--- src/rtl/vip_frame_capture.sv ---
// One-shot binary frame grabber: packs VIP pixels into PACK_W-bit words and streams {addr,data} out through a
// small FIFO (dropping and flagging ovf when full). Geometry stats (meas_*) exist only with VIP_CAPTURE_STATS_EN.
module vip_frame_capture #(
    parameter int IMG_HDISP  = 640,
    parameter int IMG_VDISP  = 480,
    parameter int PACK_W     = 8,
    parameter int ADDR_W     = 16,
    parameter int BASE_ADDR  = 0,
    parameter int FIFO_DEPTH = 8
) (
    input  logic              clk,
    input  logic              rst_n,
    input  logic              cap_start,
    input  logic              vsync,
    input  logic              href,
    input  logic              clken,
    input  logic              pix_bit,
    output logic              wr_valid,
    input  logic              wr_ready,
    output logic [ADDR_W-1:0] wr_addr,
    output logic [PACK_W-1:0] wr_data,
    output logic              busy,
    output logic              frame_done,
    output logic              line_err,
    output logic              frame_err,
    output logic              ovf,
    output logic [10:0]       meas_width,
    output logic [10:0]       meas_height
);

    localparam logic [1:0] S_IDLE  = 2'd0;
    localparam logic [1:0] S_ARMED = 2'd1;
    localparam logic [1:0] S_CAPT  = 2'd2;
    localparam logic [1:0] S_DONE  = 2'd3;

    localparam int PCW = (PACK_W > 1) ? $clog2(PACK_W) : 1;
    localparam int FAW = (FIFO_DEPTH > 1) ? $clog2(FIFO_DEPTH) : 1;
    localparam int FCW = FAW + 1;
    localparam int EW  = ADDR_W + PACK_W;

    localparam logic [10:0]    HDISP     = 11'(IMG_HDISP);
    localparam logic [10:0]    VDISP     = 11'(IMG_VDISP);
    localparam logic [PCW-1:0] PCNT_LAST = PCW'(PACK_W - 1);
    localparam logic [FCW-1:0] FIFO_FULL = FCW'(FIFO_DEPTH);

    logic [1:0]        state_q, state_d;
    logic              vsync_q, href_q;
    logic [10:0]       x_q, x_d, y_q, y_d;
    logic [PCW-1:0]    pcnt_q, pcnt_d;
    logic [PACK_W-1:0] pack_q, pack_d, pack_nx;
    logic [ADDR_W-1:0] widx_q, widx_d;
    logic              line_err_q, line_err_d;
    logic              frame_err_q, frame_err_d;
    logic              ovf_q, ovf_d;

    logic [EW-1:0]     mem [FIFO_DEPTH];
    logic [FAW-1:0]    wptr_q, wptr_d, rptr_q, rptr_d;
    logic [FCW-1:0]    cnt_q, cnt_d;

    logic              sof, eof, eol, capture, take, full_word, line_end;
    logic              push, pop, fifo_full, push_ok, drop;
    logic [10:0]       x_inc, y_inc, y_end;
    logic [EW-1:0]     push_ent, head;

    assign sof       = vsync & ~vsync_q;
    assign eof       = ~vsync & vsync_q;
    assign eol       = ~href & href_q;
    assign capture   = (state_q == S_CAPT);
    assign take      = capture & href & clken;
    assign full_word = take & (pcnt_q == PCNT_LAST);
    // A frame that ends with href still high closes its last line in the same cycle.
    assign line_end  = capture & (eol | (eof & href));

    assign x_inc = (take && x_q != 11'h7FF) ? x_q + 11'd1 : x_q;
    assign y_inc = (y_q != 11'h7FF) ? y_q + 11'd1 : y_q;
    assign y_end = line_end ? y_inc : y_q;

    always_comb begin
        pack_nx = pack_q;
        if (take) begin
            pack_nx[pcnt_q] = pix_bit;
        end
    end

    // Unused upper bits of pack_q are already zero, so a partial word needs no masking.
    assign push      = full_word | (line_end & ((pcnt_q != '0) | take));
    assign push_ent  = {ADDR_W'(BASE_ADDR) + widx_q, pack_nx};
    assign pop       = wr_valid & wr_ready;
    assign fifo_full = (cnt_q == FIFO_FULL);
    assign push_ok   = push & (~fifo_full | pop);
    assign drop      = push & fifo_full & ~pop;

    always_comb begin
        state_d     = state_q;
        x_d         = x_q;
        y_d         = y_q;
        pcnt_d      = pcnt_q;
        pack_d      = pack_q;
        widx_d      = widx_q;
        line_err_d  = line_err_q;
        frame_err_d = frame_err_q;
        ovf_d       = ovf_q | drop;
        case (state_q)
            S_IDLE: begin
                if (cap_start) begin
                    state_d     = S_ARMED;
                    x_d         = '0;
                    y_d         = '0;
                    pcnt_d      = '0;
                    pack_d      = '0;
                    widx_d      = '0;
                    line_err_d  = 1'b0;
                    frame_err_d = 1'b0;
                    ovf_d       = 1'b0;
                end
            end
            S_ARMED: begin
                if (sof) begin
                    state_d = S_CAPT;
                end
            end
            S_CAPT: begin
                x_d    = x_inc;
                pack_d = pack_nx;
                pcnt_d = pcnt_q + PCW'(take);
                // word_idx advances even when the FIFO drops the word, keeping addresses frame-relative.
                if (push) begin
                    pack_d = '0;
                    pcnt_d = '0;
                    widx_d = widx_q + ADDR_W'(1);
                end
                if (line_end) begin
                    x_d        = '0;
                    y_d        = y_end;
                    line_err_d = line_err_q | (x_inc != HDISP);
                end
                if (eof) begin
                    state_d     = S_DONE;
                    frame_err_d = frame_err_q | (y_end != VDISP);
                end
            end
            S_DONE:  state_d = S_IDLE;
            default: state_d = S_IDLE;
        endcase
    end

    always_comb begin
        wptr_d = push_ok ? wptr_q + FAW'(1) : wptr_q;
        rptr_d = pop ? rptr_q + FAW'(1) : rptr_q;
        cnt_d  = cnt_q + FCW'(push_ok) - FCW'(pop);
    end

    always_ff @(posedge clk or negedge rst_n) begin
        if (!rst_n) begin
            state_q     <= S_IDLE;
            vsync_q     <= 1'b0;
            href_q      <= 1'b0;
            x_q         <= '0;
            y_q         <= '0;
            pcnt_q      <= '0;
            pack_q      <= '0;
            widx_q      <= '0;
            line_err_q  <= 1'b0;
            frame_err_q <= 1'b0;
            ovf_q       <= 1'b0;
            wptr_q      <= '0;
            rptr_q      <= '0;
            cnt_q       <= '0;
        end else begin
            state_q     <= state_d;
            vsync_q     <= vsync;
            href_q      <= href;
            x_q         <= x_d;
            y_q         <= y_d;
            pcnt_q      <= pcnt_d;
            pack_q      <= pack_d;
            widx_q      <= widx_d;
            line_err_q  <= line_err_d;
            frame_err_q <= frame_err_d;
            ovf_q       <= ovf_d;
            wptr_q      <= wptr_d;
            rptr_q      <= rptr_d;
            cnt_q       <= cnt_d;
        end
    end

    always_ff @(posedge clk) begin
        if (push_ok) begin
            mem[wptr_q] <= push_ent;
        end
    end

    // Gate the head so the write port reads all-zero while empty (including straight after reset).
    assign head       = mem[rptr_q];
    assign wr_valid   = (cnt_q != '0);
    assign wr_addr    = wr_valid ? head[EW-1:PACK_W] : '0;
    assign wr_data    = wr_valid ? head[PACK_W-1:0] : '0;
    assign busy       = (state_q == S_ARMED) || (state_q == S_CAPT);
    assign frame_done = (state_q == S_DONE);
    assign line_err   = line_err_q;
    assign frame_err  = frame_err_q;
    assign ovf        = ovf_q;

`ifdef VIP_CAPTURE_STATS_EN
    logic [10:0] meas_width_q, meas_width_d, meas_height_q, meas_height_d;

    always_comb begin
        meas_width_d  = meas_width_q;
        meas_height_d = meas_height_q;
        if (line_end) begin
            meas_width_d = x_inc;
        end
        if (capture && eof) begin
            meas_height_d = y_end;
        end
    end

    always_ff @(posedge clk or negedge rst_n) begin
        if (!rst_n) begin
            meas_width_q  <= '0;
            meas_height_q <= '0;
        end else begin
            meas_width_q  <= meas_width_d;
            meas_height_q <= meas_height_d;
        end
    end

    assign meas_width  = meas_width_q;
    assign meas_height = meas_height_q;
`else
    assign meas_width  = '0;
    assign meas_height = '0;
`endif

endmodule
--- config.mk ---
export PLATFORM = sky130hd
export DESIGN_NAME = vip_frame_capture
export DESIGN_NICKNAME = d
export VERILOG_FILES = /design/src/rtl/vip_frame_capture.sv
export SDC_FILE = /design/constraint.sdc
export NUM_CORES = 1
export LEC_CHECK = 0
export CAP_MARGIN = 40
export CELL_PAD_IN_SITES_DETAIL_PLACEMENT = 1
export CELL_PAD_IN_SITES_GLOBAL_PLACEMENT = 2
export CORE_ASPECT_RATIO = 0.7
export CORE_MARGIN = 5
export CORE_UTILIZATION = 39
export CTS_CLUSTER_DIAMETER = 150
export CTS_CLUSTER_SIZE = 24
export DETAILED_ROUTE_END_ITERATION = 10
export GPL_TIMING_DRIVEN = 0
export PLACE_DENSITY_LB_ADDON = 0.2
export SKIP_LAST_GASP = 1
export SYNTH_ARGS = -nofsm -noshare
export SYNTH_HDL_FRONTEND = slang
export SYNTH_SLANG_ARGS = --single-unit
--- constraint.sdc ---
create_clock -name clk -period 3.95 [get_ports clk]
set_input_delay 0.79 -clock clk [delete_from_list [all_inputs] [get_ports clk]]
set_output_delay 0.79 -clock clk [all_outputs]
set_load 0.02 [all_outputs]
==> impl_metrics.csv <==
group,metric,value,unit
run_status,status,"completed",
critical_path,rrSetupSlack,0.65,ns
global_route,grt_max_degree,61,
clock_network,root_buffer,"clkbuf_16",
drt,viasPerCell,5.41,
min_path,hold_path.class,"in2async",
sta,fin_ws,0.263,ns
run,cap_violations,0,
finish,area_growth,14.8,%
clock_network,clock_latency,0.49,ns
critical_path,path_max_fanout,10,
sta,finalClockSkew,0.0202,ns
drt,ant_nets,0,
clock_network,htreeDepth,1,
synth,synthAdderAreaFrac,1.93,%
critical_path,r2r_end,"mem[3][11]$_DFFE_PP_",
finish,fin_util,45.4,%
finish,nets,896,
critical_path,cp_num_buf_inv,3,
critical_path,required,3.16,ns
synth,synth_edf_count,192,
clock_network,path_clk_slew,0.10,ns
sta,rsz0062_at_grt,"false",
synth,synthMuxAreaShare,13.0,%
critical_path,critPathCapture,"wr_data[5]",
critical_path,startpoint_type,"register",
sta,finalSetupViolCount,0,
sta,tightest_slew,0.827,ns
sta,hold_violations,0,
sta,finalMaxSlewViolations,0,
synth,synthArstFlopShare,25.6,%
pwr,p_int,0.00489,W
synth,yosysWarningCount,0,
synth,synthCells,775,
critical_path,worstPathArrival,2.90,ns
place,pre_cts_slack,0.00690,ns
synth,synth_cell_type_count,54,
place,port_buffers,37,
clock_network,post_cts_buffers,0,
sta,fin_crit_sh,93.4,%
finish,diodes,0,
global_route,grt_pass1_wl,43000,um
critical_path,worstSetupPathDepth,6,
drt,drc_errors,0,
pwr,pwr-share-seq,42.6,%
floorplan,dieHeight,153,um
synth,ys_ff_latch,258,
pwr,p_total,0.00739,W
pwr,power.density,565,mW/mm2
place,routabilityCongestion,0.815,
synth,synth_xor_xnor_area_share,2.00,%
floorplan,rows,52,
sta,fin_setup_tns,0,ns
drt,post_drt_wl_per_cell,21.5,um
drt,drt_iter0_drc,450,
drt,vias,6797,
critical_path,crit_family,"buffers and inverters",
clock_network,clock_path_buffers,3,
place,dp_hpwl,19500,um
pwr,p_clk_share,21.0,%
synth,syn_area,0.0114,mm2
synth,ys_seq_area_share,65.1,%
synth,synthSimpleGateAreaFrac,8.95,%
global_route,grt_pass1_vias,7337,
floorplan,die_w,214,um
pwr,power.switching,0.00250,W
drt,wirelength,27000,um
floorplan,floorplan.core_area,0.0288,mm2
synth,syn-mean-instance-area,14.7,um2
synth,synth_top_family_by_area,"multiplexers",
critical_path,r2r_cells,10,
floorplan,io_pins,60,
sta,min_period,3.69,ns
critical_path,worstSetupPathType,"reg2out",
pwr,vdd_drop_max,0.282,mV
critical_path,regToRegStartpoint,"state_q[0]$_DFFE_PN0P_",
pwr,combPwrFrac,36.3,%
critical_path,path_cells,"clkbuf_1, buf_2, mux4_2, mux2i_1, nor2_1, clkdlybuf4s50_1",
floorplan,initial_core_util,39.5,%
sta,relSlewSlack,44.6,%
critical_path,slowest_delay,0.56,ns
pwr,leakagePower,4.76,nW
global_route,track_usage,16.5,%
finish,drive_above_1_share,16.3,%
clock_network,cts.hold.buffers_added,0,
critical_path,cpMaxStageDelayCell,"mux4_2",
critical_path,startpoint,"rptr_q[0]$_DFFE_PN0N_",
drt,firstDrtPassIters,5,
clock_network,cts_made_buffers,14,
global_route,antenna_found_initial,0,
synth,ys.flop_type,"edfxtp_1",
clock_network,tritoncts,"done",
synth,synth_compound_area_share,5.66,%
floorplan,dieArea,0.0328,mm2
sta,fmax,0.271,GHz
pwr,switching_share,33.9,%
clock_network,cts_sinks,258,
critical_path,cp-end-kind,"output port",
global_route,grt-ovfl-total,0,
==> power groups by stage <==
| stage | logic [W] | clock network [W] | registers, W |
|---|---|---|---|
| floorplan | 0.00166 | 0 | 0.00318 |
| global placement | 0.00259 | 0 | 0.00319 |
| detailed placement | 0.00271 | 0 | 0.00321 |
| CTS | 0.00274 | 0.00161 | 0.00315 |
| global route | 0.00293 | 0.00173 | 0.00317 |
| finish | 0.00268 | 0.00155 | 0.00315 |
==> flip-flops by register name, indices dropped and copies added (netlist names), 2 cells and up <==
| name | cells |
|---|---|
| state_q | 2 |
| y_q | 11 |
| pack_q | 8 |
| rptr_q | 3 |
| x_q | 11 |
| cnt_q | 4 |
| mem | 192 |
| wptr_q | 3 |
| widx_q | 16 |
| pcnt_q | 3 |
==> through the flow <==
step                      std cells  area, um2  hold slack [ns]
after floorplan                 796      11500            0.446
after global placement         1211      12300            0.461
after detailed placement       1233      12600            0.472
after CTS                      1257      13100           0.0993
after global routing           1257      13100           0.0957
final                          1257      13100            0.113
==> layout make-up <==
class	instances	area, um2
fillers	2894	15800
flip-flops and latches	258	7420
multi-input cells	461	3730
repair buffers	59	643
well taps	378	473
clock buffers	23	405
plain buffers	60	332
inverters	17	63.8
clock inverters	1	8.76
==> cells by family after synthesis <==
| family | Yosys count |
|---|---|
| DFF | 258 |
| and+or+nand+nor | 210 |
| AOI/OAI and AO/OA | 100 |
| muxes | 86 |
| buffers and inverters | 77 |
| xor gates and xnor gates | 26 |
| adders and majority gates | 17 |
| other | 1 |
==> synthesized netlist by cell type (3+ instances only) <==
library cell  instances  share of area (%)
nor3_1               14               0.62
a22o_1               10               0.77
and3_1               12               0.66
nand3_1              16               0.70
clkbuf_1             26               0.86
nand4_1              21                1.2
dfrtp_1              66                 14
buf_4                23                1.5
nand2b_1              7               0.38
or3_1                 3               0.16
nor4_1                4               0.22
buf_2                 5               0.22
nor2_1               67                2.2
o31ai_1               5               0.33
and4_1                3               0.23
o21ai_0              33                1.4
inv_1                17               0.56
mux2_2               12                1.2
a21oi_1              17               0.75
mux2i_1              26                2.3
a31oi_1              10               0.55
xnor2_1              11               0.85
mux4_2               48                9.5
edfxtp_1            192                 51
xor2_1               15                1.2
ha_1                 16                1.8
buf_1                 6               0.20
nand2_1              50                1.6
a21o_1                3               0.20
and2_1                5               0.27
==> worst min path at each step <==
stage	startpoint	endpoint	slack [ns]	cells past startpoint
after global placement	pack_q[6]$_DFFE_PN0P_	pack_q[6]$_DFFE_PN0P_	0.46	2
after detailed placement	pack_q[6]$_DFFE_PN0P_	pack_q[6]$_DFFE_PN0P_	0.47	2
after floorplan	pack_q[6]$_DFFE_PN0P_	pack_q[6]$_DFFE_PN0P_	0.45	2
after CTS	rst_n	y_q[7]$_DFFE_PN0P_	0.1	1
final	rst_n	y_q[7]$_DFFE_PN0P_	0.11	1
after global routing	rst_n	y_q[7]$_DFFE_PN0P_	0.1	1
==> timing repair <==
action                                 CTS  global route
endpoints found under the hold margin    0             0
resized for setup                        4             4
setup endpoints to repair               19             7
==> per-layer routing <==
| metal | GRT usage (%) | wire, um | vias up |
|---|---|---|---|
| met4 | 2.76 | 359 | 0 |
| met3 | 2.23 | 1060 | 28 |
| met1 | 25.0 | 13400 | 3537 |
| li1 | - | - | 3103 |
| met2 | 26.1 | 12200 | 129 |
| met5 | 0 | 0 | - |
==> cells in the final DEF (no fill, tap or decap), types with 5 or more instances in the layout <==
cell type          n
and2_1             5
nand4_1           21
nand2_1           50
xnor2_1           11
conb_1            22
a21oi_1           17
nand2b_1           7
clkdlybuf4s50_1   36
buf_2              5
buf_6              6
xor2_1            15
buf_4             35
clkbuf_16         15
ha_1              16
a31oi_1           10
clkbuf_1          33
edfxtp_1         192
inv_1             17
nand3_1           16
dfrtp_1           66
o21ai_0           33
nor3_1            10
and3_1            12
o31ai_1            5
mux4_2            48
mux2_2            12
nor2_1            64
a22o_1            10
mux2i_1           26
Power figures use the tool's default switching activity.
